$ cat config.mk
export PLATFORM = sky130hd
export DESIGN_NAME = axi4_lite_master
export DESIGN_NICKNAME = d
export VERILOG_FILES = /design/src/rtl/axi4_pkg.sv /design/src/rtl/axi_lane_align.sv /design/src/rtl/axi4_lite_master.sv
export SDC_FILE = /design/constraint.sdc
export NUM_CORES = 1
export LEC_CHECK = 0
export BUFFER_PORTS_ARGS = -buffer_cell sky130_fd_sc_hd__buf_2
export CAP_MARGIN = 20
export CORE_AREA = 2 2 116 118
export DETAILED_ROUTE_END_ITERATION = 8
export DIE_AREA = 0 0 118 120
export HOLD_SLACK_MARGIN = 0.1
export PLACE_DENSITY = 0.66
export SYNTH_ARGS = -nofsm -noshare
export SYNTH_HDL_FRONTEND = slang
export SYNTH_SLANG_ARGS = --single-unit
$ cat constraint.sdc
create_clock -name clk -period 3.6 [get_ports clk]
set_clock_uncertainty 0.2 [all_clocks]
set_input_delay 1.08 -clock clk [delete_from_list [all_inputs] [get_ports clk]]
set_output_delay 1.08 -clock clk [all_outputs]
set_load 0.005 [all_outputs]
$ cat src/rtl/axi4_pkg.sv
// Shared AXI4 encodings and master FSM states for axi4_lite_master.
package axi4_pkg;

  localparam logic [1:0] AXI_BURST_INCR = 2'b01;

  localparam logic [1:0] RESP_OKAY   = 2'b00;
  localparam logic [1:0] RESP_EXOKAY = 2'b01;
  localparam logic [1:0] RESP_SLVERR = 2'b10;
  localparam logic [1:0] RESP_DECERR = 2'b11;

  localparam logic [1:0] SIZE_BYTE = 2'd0;
  localparam logic [1:0] SIZE_HALF = 2'd1;
  localparam logic [1:0] SIZE_WORD = 2'd2;

  typedef enum logic [2:0] {
    IDLE  = 3'd0,
    RADDR = 3'd1,
    RDATA = 3'd2,
    WREQ  = 3'd3,
    WRESP = 3'd4
  } state_t;

endpackage

$ cat src/rtl/axi_lane_align.sv
// Byte-lane shifter and strobe generator for sub-word accesses on a 32-bit bus.
// Only instantiated when AXI_MASTER_ALIGN_EN is defined.
module axi_lane_align
  import axi4_pkg::*;
(
  input  logic [1:0]  addr_lo,
  input  logic [1:0]  size,
  input  logic [31:0] wdata,
  input  logic [31:0] rdata,
  output logic [31:0] lane_wdata,
  output logic [3:0]  lane_wstrb,
  output logic [31:0] lane_rdata,
  output logic        misaligned
);

  logic [4:0] shift_s;

  assign shift_s = {addr_lo, 3'b000};

  // Place data on its byte lanes and derive strobes; an unsupported size is treated as misaligned.
  always_comb begin
    lane_wdata = wdata << shift_s;
    lane_rdata = rdata >> shift_s;
    lane_wstrb = 4'b1111;
    misaligned = 1'b0;
    case (size)
      SIZE_BYTE: begin
        lane_wstrb = 4'b0001 << addr_lo;
        misaligned = 1'b0;
      end
      SIZE_HALF: begin
        lane_wstrb = 4'b0011 << addr_lo;
        misaligned = addr_lo[0];
      end
      SIZE_WORD: begin
        lane_wstrb = 4'b1111;
        misaligned = (addr_lo != 2'b00);
      end
      default: begin
        lane_wstrb = 4'b1111;
        misaligned = 1'b1;
      end
    endcase
  end

endmodule

$ cat src/rtl/axi4_lite_master.sv
// Single-outstanding AXI4 master: one CPU request becomes one single-beat AXI4 read or write.
// Define AXI_MASTER_ALIGN_EN for byte-lane alignment and misalignment rejection.
module axi4_lite_master
  import axi4_pkg::*;
#(
  parameter logic [3:0] AXI_ID = 4'h0,
  parameter int         ADDR_W = 32,
  parameter int         DATA_W = 32
) (
  input  logic              clk,
  input  logic              rst,
  input  logic              req_valid,
  output logic              req_ready,
  input  logic              req_wen,
  input  logic [ADDR_W-1:0] req_addr,
  input  logic [1:0]        req_size,
  input  logic [DATA_W-1:0] req_wdata,
  input  logic [3:0]        req_wstrb,
  output logic              resp_valid,
  output logic [DATA_W-1:0] resp_rdata,
  output logic              resp_err,
  output logic              awvalid,
  input  logic              awready,
  output logic [ADDR_W-1:0] awaddr,
  output logic [3:0]        awid,
  output logic [7:0]        awlen,
  output logic [2:0]        awsize,
  output logic [1:0]        awburst,
  output logic              wvalid,
  input  logic              wready,
  output logic [DATA_W-1:0] wdata,
  output logic [3:0]        wstrb,
  output logic              wlast,
  input  logic              bvalid,
  output logic              bready,
  input  logic [1:0]        bresp,
  input  logic [3:0]        bid,
  output logic              arvalid,
  input  logic              arready,
  output logic [ADDR_W-1:0] araddr,
  output logic [3:0]        arid,
  output logic [7:0]        arlen,
  output logic [2:0]        arsize,
  output logic [1:0]        arburst,
  input  logic              rvalid,
  output logic              rready,
  input  logic [DATA_W-1:0] rdata,
  input  logic [1:0]        rresp,
  input  logic              rlast,
  input  logic [3:0]        rid
);

  state_t              state_r;
  logic [ADDR_W-1:0]   addr_r;
  logic [1:0]          size_r;
  logic [DATA_W-1:0]   wdata_r;
  logic [3:0]          wstrb_r;
  logic                arvalid_r;
  logic                awvalid_r;
  logic                wvalid_r;
  logic                aw_done_r;
  logic                w_done_r;
  logic                bready_r;
  logic                rready_r;
  logic                req_ready_r;
  logic                resp_valid_r;
  logic [DATA_W-1:0]   resp_rdata_r;
  logic                resp_err_r;

  logic [DATA_W-1:0]   lane_wdata_s;
  logic [3:0]          lane_wstrb_s;
  logic [DATA_W-1:0]   lane_rdata_s;
  logic                misaligned_s;
  logic                aw_hs_s;
  logic                w_hs_s;

`ifdef AXI_MASTER_ALIGN_EN
  logic [1:0] lane_addr_s;
  logic [1:0] lane_size_s;

  // Lanes follow the incoming request while idle and the latched request once busy.
  always_comb begin
    lane_addr_s = addr_r[1:0];
    lane_size_s = size_r;
    if (state_r == IDLE) begin
      lane_addr_s = req_addr[1:0];
      lane_size_s = req_size;
    end else begin
      lane_addr_s = addr_r[1:0];
      lane_size_s = size_r;
    end
  end

  axi_lane_align u_lane_align (
    .addr_lo    (lane_addr_s),
    .size       (lane_size_s),
    .wdata      (req_wdata),
    .rdata      (rdata),
    .lane_wdata (lane_wdata_s),
    .lane_wstrb (lane_wstrb_s),
    .lane_rdata (lane_rdata_s),
    .misaligned (misaligned_s)
  );
`else
  assign lane_wdata_s = req_wdata;
  assign lane_wstrb_s = req_wstrb;
  assign lane_rdata_s = rdata;
  assign misaligned_s = 1'b0;
`endif

  assign aw_hs_s = awvalid_r & awready;
  assign w_hs_s  = wvalid_r & wready;

  // Transaction FSM; every AXI and response output comes straight from a register here.
  always_ff @(posedge clk) begin
    if (rst) begin
      state_r      <= IDLE;
      addr_r       <= '0;
      size_r       <= 2'b00;
      wdata_r      <= '0;
      wstrb_r      <= 4'b0000;
      arvalid_r    <= 1'b0;
      awvalid_r    <= 1'b0;
      wvalid_r     <= 1'b0;
      aw_done_r    <= 1'b0;
      w_done_r     <= 1'b0;
      bready_r     <= 1'b0;
      rready_r     <= 1'b0;
      req_ready_r  <= 1'b1;
      resp_valid_r <= 1'b0;
      resp_rdata_r <= '0;
      resp_err_r   <= 1'b0;
    end else begin
      resp_valid_r <= 1'b0;
      case (state_r)
        IDLE: begin
          if (req_valid && req_ready_r) begin
            addr_r      <= req_addr;
            size_r      <= req_size;
            wdata_r     <= lane_wdata_s;
            wstrb_r     <= lane_wstrb_s;
            req_ready_r <= 1'b0;
            if (misaligned_s) begin
              resp_valid_r <= 1'b1;
              resp_rdata_r <= '0;
              resp_err_r   <= 1'b1;
            end else if (req_wen) begin
              awvalid_r <= 1'b1;
              wvalid_r  <= 1'b1;
              aw_done_r <= 1'b0;
              w_done_r  <= 1'b0;
              state_r   <= WREQ;
            end else begin
              arvalid_r <= 1'b1;
              state_r   <= RADDR;
            end
          end else begin
            // Reopens one cycle after the response pulse so requests never overlap it.
            req_ready_r <= 1'b1;
          end
        end
        RADDR: begin
          if (arready) begin
            arvalid_r <= 1'b0;
            rready_r  <= 1'b1;
            state_r   <= RDATA;
          end
        end
        RDATA: begin
          if (rvalid) begin
            rready_r     <= 1'b0;
            resp_valid_r <= 1'b1;
            resp_rdata_r <= lane_rdata_s;
            resp_err_r   <= (rresp != RESP_OKAY) | (rid != AXI_ID) | ~rlast;
            state_r      <= IDLE;
          end
        end
        WREQ: begin
          if (aw_hs_s) begin
            awvalid_r <= 1'b0;
            aw_done_r <= 1'b1;
          end
          if (w_hs_s) begin
            wvalid_r <= 1'b0;
            w_done_r <= 1'b1;
          end
          if ((aw_done_r | aw_hs_s) && (w_done_r | w_hs_s)) begin
            bready_r <= 1'b1;
            state_r  <= WRESP;
          end
        end
        WRESP: begin
          if (bvalid) begin
            bready_r     <= 1'b0;
            resp_valid_r <= 1'b1;
            resp_rdata_r <= '0;
            resp_err_r   <= (bresp != RESP_OKAY) | (bid != AXI_ID);
            state_r      <= IDLE;
          end
        end
        default: begin
          arvalid_r <= 1'b0;
          awvalid_r <= 1'b0;
          wvalid_r  <= 1'b0;
          bready_r  <= 1'b0;
          rready_r  <= 1'b0;
          state_r   <= IDLE;
        end
      endcase
    end
  end

  assign req_ready  = req_ready_r;
  assign resp_valid = resp_valid_r;
  assign resp_rdata = resp_rdata_r;
  assign resp_err   = resp_err_r;

  assign awvalid = awvalid_r;
  assign awaddr  = addr_r;
  assign awid    = AXI_ID;
  assign awlen   = 8'd0;
  assign awsize  = {1'b0, size_r};
  assign awburst = AXI_BURST_INCR;

  assign wvalid = wvalid_r;
  assign wdata  = wdata_r;
  assign wstrb  = wstrb_r;
  assign wlast  = 1'b1;

  assign bready = bready_r;

  assign arvalid = arvalid_r;
  assign araddr  = addr_r;
  assign arid    = AXI_ID;
  assign arlen   = 8'd0;
  assign arsize  = {1'b0, size_r};
  assign arburst = AXI_BURST_INCR;

  assign rready = rready_r;

endmodule

# Word-level counts from Yosys, hierarchy flattened
# Index checks and enable logic that the tools add are counted.
[word_totals]
register_bits = 115
inputBits = 124
out_inout_bits = 175
[classes]
reduce_logical = 23
bitwise_logic = 12
eq_ne = 13
n_mux = 39
[ops]
columns = ["cell", "count"]
rows = [
  ["$mux W32", 2],
  ["$pmux W32 S2", 1],
  ["$mux W1", 20],
  ["$reduce_and A4 Y1", 5],
  ["$ne A2 B2 Y1 const B", 9],
  ["$mux W3", 5],
  ["$pmux W1 S3", 5],
  ["$pmux W3 S5", 1],
  ["$reduce_or A3 Y1", 4],
  ["$reduce_and A3 Y1", 3],
  ["$pmux W1 S2", 4],
  ["$reduce_bool A2 Y1", 4],
  ["$reduce_bool A4 Y1", 2],
  ["$eq A3 B2 Y1 const B", 2],
  ["$not A1 Y1", 5],
  ["$or A1 B1 Y1", 5],
  ["$reduce_and A5 Y1", 1],
  ["$eq A3 B1 Y1 const B", 1],
  ["$eq A3 B3 Y1 const B", 1],
  ["$logic_not A3 Y1", 1],
  ["$and A1 B1 Y1", 2],
  ["$logic_and A1 B1 Y1", 2],
  ["$mux W2", 1],
  ["$reduce_and A2 Y1", 1],
]

# Logic depth before layout (Yosys ltp)
# Gate-level depths: netlist of the first run.
[logic_depth]
ltp_word = 5
ltp_mapped = 7
ltp_nobuf = 4

# Worst setup path after synthesis of the first run
# OpenSTA, ideal clock, no wires.
[synth_timing]
path_type = "input to register"
from = "in rvalid"
to = "reg resp_err_r, in the netlist resp_err"
n_path_buf = 1
path_slack_ns = 1.352
arrival_ns = 1.978
setup_time_ns = 0.070
path_stages = 5
cell_sequence = "nor4bb_1 > buf_2 > a21oi_2 > a311o_1 > a21oi_1"
[synth_via]
elab_chain_len = 2
[synth_rtl]
columns = ["item", "line", "source"]
rows = [
  ["start: declaration", "axi4_lite_master.sv:45", "input logic rvalid,"],
  ["$ne A2 B2 Y1 (no source line)", "-", ""],
  ["$reduce_and A3 Y1 (no source line)", "-", ""],
  ["end signal: assignment", "axi4_lite_master.sv:174", "resp_err_r <= (rresp != RESP_OKAY) | (rid != AXI_ID) | ~rlast;"],
  ["end signal: assignment", "axi4_lite_master.sv:197", "resp_err_r <= (bresp != RESP_OKAY) | (bid != AXI_ID);"],
  ["end: declaration", "axi4_lite_master.sv:68", "logic resp_err_r;"],
]
# Every way passes these cells.
# A chain may end at the register's enable or synchronous reset.

# Final worst setup path of the first run
[layout_timing]
from = "reg awvalid_r, in the netlist awvalid"
to = "out awvalid"
[layout_lines]
columns = ["item", "line", "source"]
rows = [
  ["start: declaration", "axi4_lite_master.sv:59", "logic awvalid_r;"],
  ["start signal: assignment", "axi4_lite_master.sv:123", "awvalid_r <= 1'b0;"],
  ["start signal: assignment", "axi4_lite_master.sv:148", "awvalid_r <= 1'b1;"],
  ["start signal: assignment", "axi4_lite_master.sv:180", "awvalid_r <= 1'b0;"],
  ["end: declaration", "axi4_lite_master.sv:22", "output logic awvalid,"],
]
# No word-level cell between the ends.

==> summary.md, run 1 <==
| Metric | Value |
|---|---|
| Status | completed |
| Sequential fraction of the synthesis area | 49.89% |
| Netlist cell types | 36 |
| Slowest cell on the critical path | dfxtp_1 |
| Fraction of synthesized area in multiplexers | 0% |
| Syn Inst Count | 562 |
| Worst Max-Slew Pin Slew | 0.6943 ns |
| Fmax | 0.4389 GHz |
| Routed vias/inst | 4.555 |
| Area grow syn2layout | 36.36% |
| Cell family with the largest share of critical-path delay | flip-flops |
| DP HPWL | 8805 um |
| # DRC | 0 |
| Seq cells post-synth | 115 |
| Most common cell in the netlist | nand2_1 |
| Final net count | 907 |
| Final min period | 2.278 ns |
| Crit. End Element | output port |
| Post-route cell area | 6292 um^2 |
| Peak supply drop | 251.9 uV |
| Drt wl/cell | 12.67 um |
| Crit path largest cell delay | 0.40 ns |
| CTS tree | done |
| Synth Area in Compound Gates | 17.22% |
| Post-synth top area cell | dfxtp_1 |
| CP startpoint kind | flip-flop |
| Ys Warns | 0 |
| Largest net degree at the start of global routing | 65 |
| Vias in the first global route | 3901 |
| EDFF count, synth | 0 |
| Max FO, Critical Path | 5 |
| Tot Pwr | 3.579 mW |
| Post-DP Area | 5712 um^2 |
| Synth Area per Inst | 8.211 um^2 |
| First-pass GRT wire length | 19060 um |
| Ports | 299 |
| Worst-Skew Late Latency | 0.40 ns |
| Pleak | 3.090 nW |
| DR iter-0 viols | 175 |
| Initial antenna violation count | 0 |
| CTS buffer count | 17 |
| TNS Setup | 0 ns |
| RSZ-0062 raised after global routing | no |
| Clock Path Buffers | 2 |
| Pwr/cell area | 568.9 nW/um^2 |
| DIE AREA | 14160 um^2 |
| Hold Crit Class | flip-flop to flip-flop |
| Drt total wl | 12320 um |
| Most frequent cells after synthesis | 144 x nand2_1, 115 x dfxtp_1, 86 x a21oi_1 |
| Routability Congestion | 0.7619 |
| Final critical-path share of the clock period | 63.29% |
| Final Util | 48.48% |
| DRT Pass-1 Iters | 5 |
| DIE WIDTH | 118 um |
| Slew Limit Fails | 0 |
| Rel. slew slack | 53.71% |
| Buf/Inv on CP | 1 |
| Clk pin slew, worst setup/hold paths | 0.05 ns |
| Final setup fails | 0 |
| Synth top area cells | dfxtp_1 50%, nand2_1 12%, buf_4 12%, a21oi_1 9.3%, a22oi_1 5.2% |
| Initial Utilization | 35.55% |
| Netlist Area Pre-Place | 4614 um^2 |
| Total setup buffers inserted after CTS | 0 |
| PortBufs | 267 |
| Post-synthesis adder-cell area fraction | 0% |
| Arrival time worst endpoint | 1.00 ns |
| Via count | 4427 |
| Std-Cell Rows | 42 |
| Synth Area in Simple Gates | 17.92% |
| CTS Hold Bufs | 0 |
| CP Cell Sequence | buf_2 |
| # diodes | 0 |
| Resized cells post-CTS | 0 |
| Critical setup path kind | flip-flop to output port |
| Layout cells sized above 1 | 39.32% |
| # clock sinks | 115 |
| Area fraction of the dominant cell type after synthesis | 49.89% |
| Htree depth | 4 |
| Main synth FF type | dfxtp_1 |
| GRT overflow | 0 |
| Final worst hold slack | 0.2480 ns |
| Max_cap viols | 0 |
| DRT antenna net count | 0 |
| Core area | 12980 um^2 |
| Ys async rst share | 0% |
| Gr usage total | 17.07% |
| Largest family of logic cells by synthesized area | simple AND/OR/NAND/NOR gates |
| CTS Root Cell | clkbuf_16 |
| Post-synthesis xor/xnor area fraction | 0% |
| Hold Vio Cnt, Final | 0 |
| Die Y | 120 um |
| CP required | 2.32 ns |
[registers in the layout, indices dropped and copies added, names as in the netlist]
signal	count
wdata	32
bready	1
resp_err	1
awvalid	1
resp_valid	1
req_ready	1
resp_rdata	32
aw_done_r	1
size_r	2
rready	1
w_done_r	1
arvalid	1
araddr	32
wvalid	1
state_r	3
wstrb	4
[metal layers]
metal	GRT usage [%]	vias up	wire length [um]
li1	-	2210	-
met1	19.73	2000	5189
met2	28.20	204	5913
met3	6.892	13	1066
met4	6.852	0	150
met5	0	-	0
[cell families (layout without fill, tap and decap cells)]
logic type,Yosys count,after routing
other,2,31
and+or+nand+nor,204,204
AOI/OAI and AO/OA,135,135
DFF,115,115
buffers and inverters,106,311
[layout by cell type (no fill, tap or decap), drive strengths merged, types with 4 or more instances in the layout]
cell type  Yosys  final
a21oi         87     87
a22oi         32     32
buf           81    276
clkbuf        22     22
clkinv         0      7
conb           2     31
dfxtp        115    115
nand2        144    144
nor2          40     40
o21ai          4      4
[power by group]
group / internal (mW) / switching (mW) / total [mW] / leakage [nW]
clock: 1.07 / 0.558 / 1.62 / 0.289
sequential: 1.37 / 0.0683 / 1.44 / 0.939
combinational: 0.232 / 0.282 / 0.513 / 1.86
[per-stage QoR]
step           setup WS [ns]  std cells
6_report               1.322        972
2_1_floorplan          1.352        591
3_3_place_gp           1.116        940
4_1_cts                1.305        972
5_1_grt                1.267        972
3_5_place_dp           1.082        940
[layout make-up]
class                           count  area (um^2)
Clock buffer                       22        474.2
Clock inverter                     10        106.4
Fill cell                        1373         6688
Inverter                            3        11.26
Multi-Input combinational cell    370         1759
Sequential cell                   115         2302
Tap cell                          176        220.2
Timing Repair Buffer              276         1419
[final timing paths]
path,startpoint,endpoint,slack [ns],cells after the start
hold / removal,wdata[28]$_SDFFE_PP0P_,wdata[28]$_SDFFE_PP0P_,0.25,2
hold reg to reg,wdata[28]$_SDFFE_PP0P_,wdata[28]$_SDFFE_PP0P_,0.25,2
setup reg to reg,state_r[0]$_SDFFE_PP0P_,wdata[14]$_SDFFE_PP0P_,1.46,5
setup / recovery,awvalid$_SDFFE_PP0P_,awvalid,1.32,1
No activity file was read; power rests on OpenSTA's default activity.
==> run 2: changes to the inputs <==
--- a/config.mk
+++ b/config.mk
@@ -5,13 +5,14 @@
 export SDC_FILE = /design/constraint.sdc
 export NUM_CORES = 1
 export LEC_CHECK = 0
+export ABC_AREA = 1
 export BUFFER_PORTS_ARGS = -buffer_cell sky130_fd_sc_hd__buf_2
 export CAP_MARGIN = 20
-export CORE_AREA = 2 2 116 118
+export CORE_MARGIN = 2
+export CORE_UTILIZATION = 40
 export DETAILED_ROUTE_END_ITERATION = 8
-export DIE_AREA = 0 0 118 120
 export HOLD_SLACK_MARGIN = 0.1
-export PLACE_DENSITY = 0.66
+export PLACE_DENSITY = 0.73
 export SYNTH_ARGS = -nofsm -noshare
 export SYNTH_HDL_FRONTEND = slang
 export SYNTH_SLANG_ARGS = --single-unit
==> constraint.sdc (replaced) <==
create_clock -name clk -period 1.9 [get_ports clk]
set_clock_uncertainty 0.2 [all_clocks]
set_input_delay 0.57 -clock clk [delete_from_list [all_inputs] [get_ports clk]]
set_output_delay 0.57 -clock clk [all_outputs]
set_load 0.005 [all_outputs]
==> summary.md, run 2 <==
| Metric | Value |
|---|---|
| Status | completed |
| # DRC | 0 |
| Area grow syn2layout | 30.83% |
| Final net count | 986 |
| Routability Congestion | 0.8523 |
| Placed Cells incl. Taps | 1015 |
| Main synth FF type | dfxtp_1 |
| Ports | 299 |
| Clk pin slew, worst setup/hold paths | 0.05 ns |
| DIE AREA | 13990 um^2 |
| CTS Hold Bufs | 0 |
| Most common cell in the netlist | dfxtp_1 |
| Post-DP Area | 6242 um^2 |
| Critical setup path kind | flip-flop to flip-flop |
| GRT overflow | 0 |
| Final worst hold slack | 0.1896 ns |
| Std-Cell Rows | 41 |
| Htree depth | 4 |
| Total setup buffers inserted after CTS | 0 |
| Pwr/cell area | 1390 nW/um^2 |
| Gr usage total | 19.18% |
| CP Cell Sequence | nor2_2, nand3_2, nand2_8, inv_6, nand2_1, a21oi_1 |
| Ys async rst share | 0% |
| Worst hold endpoint | resp_rdata[28]$_SDFFE_PP0P_ |
| Layout cells sized above 1 | 43.89% |
| Syn Inst Count | 644 |
| Drt total wl | 13700 um |
| Post-route cell area | 6833 um^2 |
| Most frequent cells after synthesis | 115 x dfxtp_1, 110 x nand2_1, 108 x nand3_1 |
| Finished Layout Cells | 1047 |
| Max FO, Critical Path | 33 |
| Met2 global-route usage | 31.18% |
| Resized cells post-CTS | 0 |
| PortBufs | 267 |
| Critical R2R Capture | resp_rdata[31]$_SDFFE_PP0P_ |
| Buf/Inv on CP | 1 |
| Drt wl/cell | 13.08 um |
| DR iter-0 viols | 267 |
| Final setup fails | 0 |
| CTS tree | done |
| WHS Path Cells | 3 |
| Clock Path Buffers | 2 |
| Routed vias/inst | 4.697 |
| Max_cap viols | 0 |
| RSZ-0062 raised after global routing | no |
| R2R setup slack | 0.18 ns |
| First-pass GRT wire length | 21800 um |
| Hold Crit Start | rdata[28] |
| # diodes | 0 |
| Synth top area cells | dfxtp_1 44%, nand3_1 10%, buf_4 9.5%, nand2_1 7.9%, a21oi_1 7.5% |
| Fmax | 0.5800 GHz |
| Final min period | 1.724 ns |
| Final critical-path share of the clock period | 90.74% |
| Hold Crit Class | input pin to flip-flop |
| Slowest cell on the critical path | dfxtp_1 |
| TNS Setup | 0 ns |
| Worst-Skew Late Latency | 0.40 ns |
| Sequential fraction of the synthesis area | 44.08% |
| DIE WIDTH | 118.3 um |
| CTS Root Cell | clkbuf_16 |
| DRT antenna net count | 0 |
| Crit. End Element | flip-flop |
| EDFF count, synth | 0 |
| Commonest non-fill, non-tap cell in the layout | buf_2 |
| DRT Pass-1 Iters | 4 |
| CTS buffer count | 17 |
| DP HPWL | 9581 um |
| Netlist Area Pre-Place | 5223 um^2 |
| Post-synth top area cell | dfxtp_1 |
| Pleak | 3.296 nW |
| Largest net degree at the start of global routing | 71 |
| Slew Limit Fails | 0 |
| Synth Area per Inst | 8.109 um^2 |
| Beginning of the worst register-to-register path | state_r[2]$_SDFFE_PP0P_ |
| Initial antenna violation count | 0 |
| Netlist cell types | 27 |
| Hold Vio Cnt, Final | 0 |
| Cell family with the largest share of critical-path delay | flip-flops |
| Core area | 12670 um^2 |
| Die Y | 118.3 um |
| CP startpoint kind | flip-flop |
| CP required | 2.04 ns |
| Via count | 4918 |
| GRT met3 Usage | 6.853% |
| Global Route met1 Usage | 22.89% |
| Crit path largest cell delay | 0.53 ns |
| Ys Warns | 0 |
| Area fraction of the dominant cell type after synthesis | 44.08% |
| R2R cell count | 6 |
| Seq cells post-synth | 115 |
| Vias in the first global route | 4491 |
| Peak supply drop | 751.1 uV |
| Initial Utilization | 41.22% |
| # clock sinks | 115 |
| Commonest non-fill, non-tap cells in the layout | 266 x buf_2, 115 x dfxtp_1, 110 x nand2_1 |
| Gr busiest metal | met2 |
| Arrival time worst endpoint | 1.87 ns |
## run 2: cell types whose count changed in the layout (fill, tap and decap cells not counted), moves of 5 or more
cell | before | now
a21oi_1 | 86 | 78
a21oi_2 | 1 | 29
a22oi_1 | 32 | 0
inv_1 | 3 | 15
inv_2 | 0 | 5
nand2_1 | 144 | 110
nand2_2 | 0 | 29
nand3_1 | 0 | 108
nor2_1 | 40 | 18
nor2_2 | 0 | 5
## run 2: power by group
group          internal, mW  switching (mW)
combinational          1.25            1.92
clock                  2.06            1.08
sequential             2.89           0.296
total                  6.20            3.30
## run 2: metal layers
| metal | vias to the layer above | share of wire, % |
|---|---|---|
| met5 | - | 0 |
| met4 | 0 | 1.4 |
| met3 | 14 | 9.0 |
| met2 | 198 | 48 |
| met1 | 2236 | 42 |
| li1 | 2470 | - |
## run 2: worst max path at each step
stage                            startpoint  cells past startpoint  slack [ns]                          end
finish              state_r[2]$_SDFFE_PP0P_                      6        0.18  resp_rdata[31]$_SDFFE_PP0P_
global route        state_r[0]$_SDFFE_PP0P_                      6        0.04       wdata[30]$_SDFFE_PP0P_
CTS                 state_r[2]$_SDFFE_PP0P_                      6        0.16  resp_rdata[31]$_SDFFE_PP0P_
detailed placement                   rvalid                      6        0.15  resp_rdata[31]$_SDFFE_PP0P_
global placement                  req_valid                      6        0.17       wdata[15]$_SDFFE_PP0P_
floorplan                               rst                      4        0.10  resp_rdata[10]$_SDFFE_PP0P_
## run 2: logic make-up (layout without fill, tap and decap cells)
| family | Yosys count | in the layout | synth area share, % |
|---|---|---|---|
| other | 2 | 31 | 0.1438 |
| DFF | 115 | 115 | 44.08 |
| AOI/OAI and AO/OA | 114 | 114 | 13.03 |
| buffers and inverters | 129 | 331 | 16.70 |
| and+or+nand+nor | 284 | 284 | 26.04 |
## run 2: stage by stage
stage	total power [mW]	setup WS [ns]	utilization, %
final	9.494	0.1760	53.93
after global routing	10.13	0.03958	53.93
after CTS	9.605	0.1633	53.93
after detailed placement	6.432	0.1485	49.26
after global placement	6.405	0.1722	49.26
after floorplan	5.732	0.1045	-
## run 2: area by class of cell
cell class	instances	area (um^2)
sequential	115	2302
fill	1215	5838
clock inverter	9	102.6
timing repair buffer	278	1484
tap	172	215.2
multi-input combinational	429	2157
inverter	21	83.83
clock buffer	23	488.0
## run 2: tightest hold or removal path: stages
cell	delay, ns
buf_2	0.08
a21oi_2	0.04
nor2_1	0.07
